==> config.mk <==
export PLATFORM = sky130hd
export DESIGN_NAME = key_expansion_seq_flat
export DESIGN_NICKNAME = d
export VERILOG_FILES = /design/src/rtl/key_expansion_seq_if.sv /design/src/rtl/key_expansion_seq.sv /design/src/flat_wrapper.sv
export SDC_FILE = /design/constraint.sdc
export NUM_CORES = 2
export LEC_CHECK = 0
export BUFFER_PORTS_ARGS = -buffer_cell sky130_fd_sc_hd__buf_4
export CORE_MARGIN = 1.5
export CORE_UTILIZATION = 45
export CTS_BUF_LIST = sky130_fd_sc_hd__clkbuf_8
export CTS_CLUSTER_SIZE = 12
export DETAILED_ROUTE_END_ITERATION = 12
export GPL_TIMING_DRIVEN = 0
export PLACE_DENSITY = 0.62
export REMOVE_ABC_BUFFERS = 1
export SYNTH_ARGS = -nofsm -noshare
export SYNTH_HDL_FRONTEND = slang
export SYNTH_SLANG_ARGS = --single-unit
==> constraint.sdc <==
create_clock -name clk -period 20.4 [get_ports clk]
set_input_delay 0 -clock clk [delete_from_list [all_inputs] [get_ports clk]]
set_output_delay 0 -clock clk [all_outputs]
set_load 0.01 [all_outputs]
==> src/rtl/key_expansion_seq_if.sv <==
// Round-key stream bundle between the key-schedule engine and its user.
// The requester (master) drives start/key; the engine (slave) returns the round-key stream.
interface key_expansion_seq_if;
   logic         start;
   logic [127:0] key;
   logic         busy;
   logic         rk_valid;
   logic [3:0]   rk_index;
   logic [127:0] rk_data;
   logic         done;

   modport master (
      output start, key,
      input  busy, rk_valid, rk_index, rk_data, done
   );

   modport slave (
      input  start, key,
      output busy, rk_valid, rk_index, rk_data, done
   );
endinterface

==> src/rtl/key_expansion_seq.sv <==
// Iterative AES-128 key schedule: one expanded word per clock, round keys emitted as a
// valid-qualified stream every 4 cycles (11 keys, rounds 0..10).
module key_expansion_seq (
   input logic               clk,
   input logic               reset,
   key_expansion_seq_if.slave bus
);

   localparam logic [1:0] StIdle   = 2'd0;
   localparam logic [1:0] StLoad   = 2'd1;
   localparam logic [1:0] StExpand = 2'd2;

   localparam logic [5:0] LastWord = 6'd43;
   localparam logic [5:0] EndCount = 6'd44;

   // GF(2^8) multiply modulo x^8 + x^4 + x^3 + x + 1
   function automatic logic [7:0] gf_mul(input logic [7:0] a, input logic [7:0] b);
      logic [7:0] p;
      logic [7:0] aa;
      p  = 8'h00;
      aa = a;
      for (int k = 0; k < 8; k++) begin
         if (b[k]) p = p ^ aa;
         aa = {aa[6:0], 1'b0} ^ ({8{aa[7]}} & 8'h1b);
      end
      return p;
   endfunction

   // S-box: multiplicative inverse (x^254, maps 0 to 0) followed by the affine transform
   function automatic logic [7:0] sbox(input logic [7:0] x);
      logic [7:0] r;
      logic [7:0] base;
      logic [7:0] b;
      r    = 8'h01;
      base = x;
      // 254 = 8'b1111_1110: multiply in every power except x^1
      for (int k = 0; k < 8; k++) begin
         if (k != 0) r = gf_mul(r, base);
         base = gf_mul(base, base);
      end
      b = r;
      return b ^ {b[6:0], b[7]} ^ {b[5:0], b[7:6]} ^ {b[4:0], b[7:5]} ^ {b[3:0], b[7:4]}
             ^ 8'h63;
   endfunction

   function automatic logic [31:0] sub_word(input logic [31:0] w);
      return {sbox(w[31:24]), sbox(w[23:16]), sbox(w[15:8]), sbox(w[7:0])};
   endfunction

   function automatic logic [7:0] rcon(input logic [7:0] idx);
      logic [7:0] c;
      case (idx)
         8'd1:    c = 8'h01;
         8'd2:    c = 8'h02;
         8'd3:    c = 8'h04;
         8'd4:    c = 8'h08;
         8'd5:    c = 8'h10;
         8'd6:    c = 8'h20;
         8'd7:    c = 8'h40;
         8'd8:    c = 8'h80;
         8'd9:    c = 8'h1b;
         8'd10:   c = 8'h36;
         default: c = 8'h00;
      endcase
      return c;
   endfunction

   logic [1:0]   state_q;
   logic [31:0]  w0_q, w1_q, w2_q, w3_q;
   logic [5:0]   cnt_q;
   logic         rk_valid_q;
   logic         done_q;
   logic [3:0]   rk_index_q;
   logic [127:0] rk_data_q;

   logic [31:0]  temp;
   logic [31:0]  new_word;
   logic [7:0]   rcon_idx;

   // Next schedule word w[i] from the sliding window w[i-4..i-1]
   always_comb begin
      rcon_idx = {2'b00, cnt_q[5:2]};
      temp     = w3_q;
      if (cnt_q[1:0] == 2'b00) begin
         temp = sub_word({w3_q[23:0], w3_q[31:24]}) ^ {rcon(rcon_idx), 24'h000000};
      end
      new_word = w0_q ^ temp;
   end

   // FSM, word window, counter and registered round-key outputs
   always_ff @(posedge clk) begin
      if (reset) begin
         state_q    <= StIdle;
         w0_q       <= '0;
         w1_q       <= '0;
         w2_q       <= '0;
         w3_q       <= '0;
         cnt_q      <= '0;
         rk_valid_q <= 1'b0;
         done_q     <= 1'b0;
         rk_index_q <= '0;
         rk_data_q  <= '0;
      end else begin
         rk_valid_q <= 1'b0;
         done_q     <= 1'b0;
         case (state_q)
            StIdle: begin
               if (bus.start) begin
                  state_q    <= StLoad;
                  w0_q       <= bus.key[127:96];
                  w1_q       <= bus.key[95:64];
                  w2_q       <= bus.key[63:32];
                  w3_q       <= bus.key[31:0];
                  cnt_q      <= 6'd4;
                  rk_valid_q <= 1'b1;
                  rk_index_q <= 4'd0;
                  rk_data_q  <= bus.key;
               end
            end
            StLoad, StExpand: begin
               if (cnt_q == EndCount) begin
                  // Round 10 is on the outputs this cycle; go idle behind it
                  state_q <= StIdle;
               end else begin
                  state_q <= StExpand;
                  w0_q    <= w1_q;
                  w1_q    <= w2_q;
                  w2_q    <= w3_q;
                  w3_q    <= new_word;
                  cnt_q   <= cnt_q + 6'd1;
                  if (cnt_q[1:0] == 2'b11) begin
                     rk_valid_q <= 1'b1;
                     rk_index_q <= cnt_q[5:2];
                     rk_data_q  <= {w1_q, w2_q, w3_q, new_word};
                     done_q     <= (cnt_q == LastWord);
                  end
               end
            end
            default: state_q <= StIdle;
         endcase
      end
   end

   assign bus.busy     = (state_q != StIdle);
   assign bus.rk_valid = rk_valid_q;
   assign bus.rk_index = rk_index_q;
   assign bus.rk_data  = rk_data_q;
   assign bus.done     = done_q;

endmodule

==> src/flat_wrapper.sv <==
// flat-port wrapper written by rule: the top's interface ports become plain ports
module key_expansion_seq_flat 
  (clk, reset, bus_start, bus_key, bus_busy, bus_rk_valid, bus_rk_index, bus_rk_data, bus_done);
  key_expansion_seq_if bus_i ();
  input logic clk;
  input logic reset;
  input wire logic [$bits(bus_i.start)-1:0] bus_start;
  input wire logic [$bits(bus_i.key)-1:0] bus_key;
  output wire logic [$bits(bus_i.busy)-1:0] bus_busy;
  output wire logic [$bits(bus_i.rk_valid)-1:0] bus_rk_valid;
  output wire logic [$bits(bus_i.rk_index)-1:0] bus_rk_index;
  output wire logic [$bits(bus_i.rk_data)-1:0] bus_rk_data;
  output wire logic [$bits(bus_i.done)-1:0] bus_done;
  assign bus_i.start = bus_start;
  assign bus_i.key = bus_key;
  assign bus_busy = bus_i.busy;
  assign bus_rk_valid = bus_i.rk_valid;
  assign bus_rk_index = bus_i.rk_index;
  assign bus_rk_data = bus_i.rk_data;
  assign bus_done = bus_i.done;
  key_expansion_seq u_core (.clk(clk), .reset(reset), .bus(bus_i));
endmodule
# Word level (Yosys, flattened, before mapping)
# Memory sizes are Yosys's and may differ from the RTL's. A register that Yosys moved wholly into a read port is not among the register bits.
# Cells that the tools add are included.
[op_classes]
addsub = 1
eq_ne = 8
mux = 930
bitwise_logic = 780
n_reduce_logical = 8
[ops]
columns = ["cell", "n"]
rows = [
  ["$mux W8", 869],
  ["$xor A8 B8 Y8", 380],
  ["$xor A8 B5 Y8", 364],
  ["$mux W128", 3],
  ["$mux W32", 9],
  ["$pmux W128 S2", 1],
  ["$pmux W32 S2", 4],
  ["$xor A32 B32 Y32", 2],
  ["$mux W4", 9],
  ["$mux W6", 6],
  ["$not A1 Y1", 30],
  ["$mux W7", 4],
  ["$mux W5", 4],
  ["$not A4 Y4", 4],
  ["$eq A6 B6 Y1 const B", 2],
  ["$mux W2", 6],
  ["$mux W3", 4],
  ["$pmux W6 S2", 1],
  ["$pmux W4 S2", 1],
  ["$mux W1", 7],
  ["$add A6 B1 Y6 const B", 1],
  ["$eq A2 B2 Y1 const B", 2],
  ["$logic_not A2 Y1", 2],
  ["$ne A2 B2 Y1 const B", 2],
  ["other kinds (9)", 10],
]
[totals]
ff_bits = 270
rom_bits = 128
inputBits = 131
output_inout_bits = 135
wordCells = 1738
mem_count = 1
[mem_list]
columns = ["name", "depth", "word_bits", "rd", "rd_ports_with_merged_regs", "wr", "line", "rtl"]
rows = [
  ["(no name shown)", 16, 8, 1, 1, 0, "key_expansion_seq.sv:52", "case (idx)"],
]

# Logic depth before layout (Yosys ltp)
[logic_depth]
depth_word = 195
ltp_mapped = 68
ltp_nobuf = 57

# Worst setup path before layout
# Ideal clock, no wire load.
[synth_timing]
kind = "reg2reg"
from = "register u_core.w3_q[16]"
to = "register u_core.rk_data_q[24] (netlist: u_core.bus.rk_data[24])"
setup_ps = 87
arrival_time_ps = 15251
required_time_ps = 20313
path_slack_ps = 5062
path_stages_with_launch = 64
path_buffers = 9
synth_period_minus_slack_ps = 15338
path_cell_list = "dfxtp_1 -> ha_1 -> buf_2 -> mux2i_1 -> xnor3_2 -> xnor2_2 -> inv_1 -> ha_1 -> clkbuf_1 -> nand2_1 -> xor2_1 -> xor2_2 -> inv_1 -> clkbuf_1 -> clkbuf_1 -> ha_1 -> clkbuf_1 -> nand2_1 -> [... 28 more ...] -> o2111ai_1 -> a22oi_1 -> xnor2_1 -> nor2_1 -> xor2_4 -> xnor3_2 -> nor3_1 -> a21oi_1 -> o32ai_1 -> xnor3_1 -> xnor3_2 -> xnor3_2 -> xor2_1 -> xnor3_1 -> mux2i_1 -> xnor2_1 -> mux2i_1 -> o31ai_1"
[synth_between]
elab_chain_cells = 195
elab_cells_between_ends = 417
cone_classes = "mux (228); bitwise (189)"
[synth_lines]
columns = ["element", "line", "rtl"]
rows = [
  ["start: declaration", "key_expansion_seq.sv:69", "logic [31:0] w0_q, w1_q, w2_q, w3_q;"],
  ["start signal: assignment", "key_expansion_seq.sv:113", "w3_q <= bus.key[31:0];"],
  ["start signal: assignment", "key_expansion_seq.sv:129", "w3_q <= new_word;"],
  ["$mux W8", "key_expansion_seq.sv:23", "if (b[k]) p = p ^ aa;"],
  ["$mux W8", "key_expansion_seq.sv:84", "if (cnt_q[1:0] == 2'b00) begin"],
  ["$xor A8 B8 Y8", "key_expansion_seq.sv:23", ""],
  ["$mux W8", "key_expansion_seq.sv:23", ""],
  ["$mux W8", "key_expansion_seq.sv:84", ""],
  ["$xor A8 B8 Y8", "key_expansion_seq.sv:23", ""],
  ["$mux W8", "key_expansion_seq.sv:23", ""],
  ["$mux W8", "key_expansion_seq.sv:84", ""],
  ["[... 179 more ...]", "--", ""],
  ["$xor A8 B8 Y8 (*)", "key_expansion_seq.sv:42", "return b ^ {b[6:0], b[7]} ^ {b[5:0], b[7:6]} ^ {b[4:0], b[7:5]} ^ {b[3:0], b[7:4]}"],
  ["$not A4 Y4 (no line) (*)", "--", ""],
  ["$xor A32 B32 Y32 (*)", "key_expansion_seq.sv:85", "temp = sub_word({w3_q[23:0], w3_q[31:24]}) ^ {rcon(rcon_idx), 24'h000000};"],
  ["$mux W32 (*)", "key_expansion_seq.sv:84", ""],
  ["$xor A32 B32 Y32 (*)", "key_expansion_seq.sv:87", "new_word = w0_q ^ temp;"],
  ["$mux W128 (*)", "key_expansion_seq.sv:131", "if (cnt_q[1:0] == 2'b11) begin"],
  ["$mux W128 (*)", "key_expansion_seq.sv:121", "if (cnt_q == EndCount) begin"],
  ["$pmux W128 S2 (*)", "key_expansion_seq.sv:106", "case (state_q)"],
  ["end signal: assignment", "key_expansion_seq.sv:117", "rk_data_q <= bus.key;"],
  ["end signal: assignment", "key_expansion_seq.sv:134", "rk_data_q <= {w1_q, w2_q, w3_q, new_word};"],
  ["end: declaration", "key_expansion_seq.sv:74", "logic [127:0] rk_data_q;"],
]
# Every way passes the cells marked *; elsewhere a longest branch is shown, timed or not. The select of a mux whose other input is x is not followed.
# A chain may end at the register's enable or synchronous reset.

# Final worst setup path
[layout_timing]
from = "register u_core.w3_q[15]"
to = "register u_core.rk_data_q[17] (netlist: u_core.bus.rk_data[17])"
[layout_between]
elab_chain_cells = 194
elab_cells_between_ends = 417
cone_classes = "mux (228); bitwise (189)"
[layout_lines]
columns = ["element", "line"]
rows = [
  ["$xor A8 B5 Y8 / $mux W8 (equally long branches)", "key_expansion_seq.sv:24, key_expansion_seq.sv:23"],
  ["$xor A8 B8 Y8 / $mux W8 (equally long branches)", "key_expansion_seq.sv:23, key_expansion_seq.sv:84"],
  ["$mux W8 / $xor A8 B8 Y8 (equally long branches)", "key_expansion_seq.sv:23"],
  ["$mux W8, on equally long branches", "key_expansion_seq.sv:84, key_expansion_seq.sv:23"],
  ["$xor A8 B8 Y8 / $mux W8 (equally long branches)", "key_expansion_seq.sv:23, key_expansion_seq.sv:84"],
  ["$mux W8 / $xor A8 B8 Y8 (equally long branches)", "key_expansion_seq.sv:23"],
  ["$mux W8, on equally long branches", "key_expansion_seq.sv:84, key_expansion_seq.sv:23"],
  ["$xor A8 B8 Y8 / $mux W8 (equally long branches)", "key_expansion_seq.sv:23, key_expansion_seq.sv:84"],
  ["[... 178 more ...]", "--"],
  ["$xor A8 B8 Y8 (*)", "key_expansion_seq.sv:42"],
  ["$not A4 Y4 (no line) (*)", "--"],
  ["$xor A32 B32 Y32 (*)", "key_expansion_seq.sv:85"],
  ["$mux W32 (*)", "key_expansion_seq.sv:84"],
  ["$xor A32 B32 Y32 (*)", "key_expansion_seq.sv:87"],
  ["$mux W128 (*)", "key_expansion_seq.sv:131"],
  ["$mux W128 (*)", "key_expansion_seq.sv:121"],
  ["$pmux W128 S2 (*)", "key_expansion_seq.sv:106"],
]
# Marks and branches as above.

==> impl_metrics.tcl <==
set metrics [dict create \
    status "finished, final reports clean" \
    synth_edf_count 0 \
    drive_above_1_share_pct 11.6 \
    min_period_ns 19.45 \
    synth_cell_type_count 129 \
    syn_avg_cell_area_um2 7.86 \
    grt_usage_pct 26.0 \
    routedWlPerCell_um 19.7 \
    final_util_pct 50.2 \
    crit_required_ns 21.09 \
    setup.worst_path.start_class "flip-flop" \
    yosys-top-cells-area "xnor2_1, xnor3_1, dfxtp_1" \
    grt_pass1_vias 55929 \
    die_area_um2 149000 \
    ys_async_sr_fraction_pct 0 \
    clock_skew_ns 0.126 \
    cts_tree "done" \
    htree_levels 2 \
    dp_hpwl_mm 148 \
    dp.cells 10112 \
    grt_max_degree 113 \
    syn_to_final_growth_pct 10.6 \
    yosys.area.top_type "xnor2_1" \
    coreArea_um2 146000 \
    hold_path.class "input port to flip-flop" \
    antenna_found_initial 2 \
    io_buffers 265 \
    critical_path.max_fanout 26 \
    drtPass1Iterations 6 \
    grt_overflow 0 \
    clock_tree.buffer_depth 3 \
    start_util_pct 45.4 \
    wirelength_mm 203 \
    worst-setup-path-type "flip-flop to flip-flop" \
    clk_latency_ns 0.80 \
    synth_area_um2 66100 \
    cts_made_buffers 51 \
    ys_seq_area_share_pct 8.41 \
    grt_pass1_wl_mm 317 \
    slew_headroom_pct 3.90 \
    yosys.area.top_type_share_pct 19.7 \
    postSynthCellCount 8415 \
    num_io_pins 266 \
    gp_congestion 0.909 \
    crit_path_frequent_cell "xnor3_1" \
    fin_cells 10349 \
    hold_violations 0 \
    critPathSlowestCell "ha_1" \
    min_period_over_period_pct 95.3 \
    fillers 13896 \
    ant_nets 0 \
    ys_top_cells_by_count "xnor2_1, nor2_1, nand2_1" \
    dieWidth_um 386 \
    setup_viol 0 \
    ys_seq_elements 278 \
    die_y_um 386 \
    arrival_ns 20.14 \
    worst_setup_path_end_kind "flip-flop" \
    final_nets 8550 \
    cap_viol_max_count 0 \
    tightest_slew_ns 1.44 \
    num_rows 140 \
    path_clk_slew_ns 0.07 \
    drt_iter0_drc 5509 \
    synth-warning-count 0 \
    slowest_delay_ns 0.77 \
    drc_errors 0 \
    via_per_inst 5.81 \
    max_freq_mhz 51.4 \
    root_buffer "clkbuf_8" \
    cts_sinks 278 \
    synth_most_common_cell "xnor2_1" \
    synth_flop_cell "dfxtp_1" \
    vias 60102 \
    drv_slew 0 \
]
==> final timing paths <==
kind,startpoint,to,slack (ns),depth (start not counted)
max,u_core.w3_q[15],u_core.bus.rk_data[17],0.95,47
min,bus_key[15],u_core.bus.rk_data[15],0.14,4
max reg2reg,u_core.w3_q[15],u_core.bus.rk_data[17],0.95,47
min reg2reg,u_core.bus.rk_data[0],u_core.bus.rk_data[0],0.45,2
==> layer usage <==
metal / vias up / routed length [um] / track usage (%)
li1: 28956 / - / -
met4: 0 / 4040 / 5.45
met3: 215 / 14000 / 3.04
met5: - / 0 / 0
met1: 28816 / 92600 / 37.2
met2: 2115 / 92800 / 41.8
==> state kept, by name, indices dropped and copies added (netlist names), named ones only <==
name and cells:
u_core.bus.rk_data 128, u_core.w0_q 32, u_core.w1_q 32, u_core.w2_q 32
u_core.w3_q 32, u_core.cnt_q 6, u_core.bus.rk_index 4, u_core.state_q 2
u_core.bus.done 1, u_core.bus.rk_valid 1
==> kinds of logic after synthesis <==
group | synth area share (%)
adder cells (fa/ha/maj) | 0.590
AO/OA/AOI/OAI | 16.4
XOR/XNOR | 45.0
flip-flops | 8.41
buffers and inverters | 4.27
AND/OR/NAND/NOR | 19.0
multiplexers | 6.34
==> cell usage in the layout (no fill, tap or decap), types with 30 or more instances in the layout <==
cell type	instances
a21oi_1	398
o31ai_1	41
xor2_1	398
xnor2_2	195
nor3_1	192
or3_1	35
o21ai_1	41
xor3_1	45
nand2_1	810
a22oi_1	40
nand3_1	170
nor2_1	1266
nand2b_1	83
and2_1	45
dfxtp_1	268
dlygate4sd3_1	130
mux2i_1	352
o22ai_1	74
mux2_2	47
xnor3_2	46
xnor2_1	1399
clkbuf_8	61
o211ai_1	54
xnor2_4	30
inv_1	80
o21a_1	44
buf_4	276
nor2b_1	59
a32oi_1	32
xnor3_1	317
buf_8	52
and3_1	44
a211oi_1	253
o21ai_0	286
a31oi_1	68
xor2_2	66
==> worst max-delay path: cells and delay by family, from the launching register on <==
kind / cells / cell delay (ns)
xor+xnor: 30 / 13.85
mux: 2 / 0.49
fa+ha+maj: 2 / 1.19
compound gates: 4 / 0.73
flops: 1 / 0.71
simple gates: 7 / 1.20
buf+inv: 2 / 1.05
==> area by class of cell <==
class                           count  area (um^2)  area share (%)
Multi-Input combinational cell   7478        58900            80.6
Inverter                           92          355           0.486
Timing Repair Buffer              490         4750            6.49
Clock buffer                       61          840            1.15
Tap cell                         1917         2400            3.28
Sequential cell                   278         5580            7.63
Clock inverter                     32          304           0.415
Antenna cell                        1         2.50         0.00342
==> repair_timing <==
item	CTS	global route
setup buffers	0	8
setup endpoints to repair	48	58
hold buffers	130	0
pin swaps	0	5
cloned	0	2
endpoints found under the hold margin	260	0
resized for setup	21	30
==> per-stage QoR <==
step	setup slack, ns	hold WS (ns)	area, um^2	TNS, ns
after detailed placement	-1.75	0.316	70100	-42.41
after global placement	-21.20	0.284	68100	-2443.50
final	0.952	0.138	73200	0
after global routing	-0.0153	0.173	73200	-0.0153
after CTS	0.0520	0.0974	72700	0
after floorplan	2.20	0.0691	63700	0
Power is not shown: default switching activity piles up to over one toggle a cycle in this logic, so the estimate is an artifact.
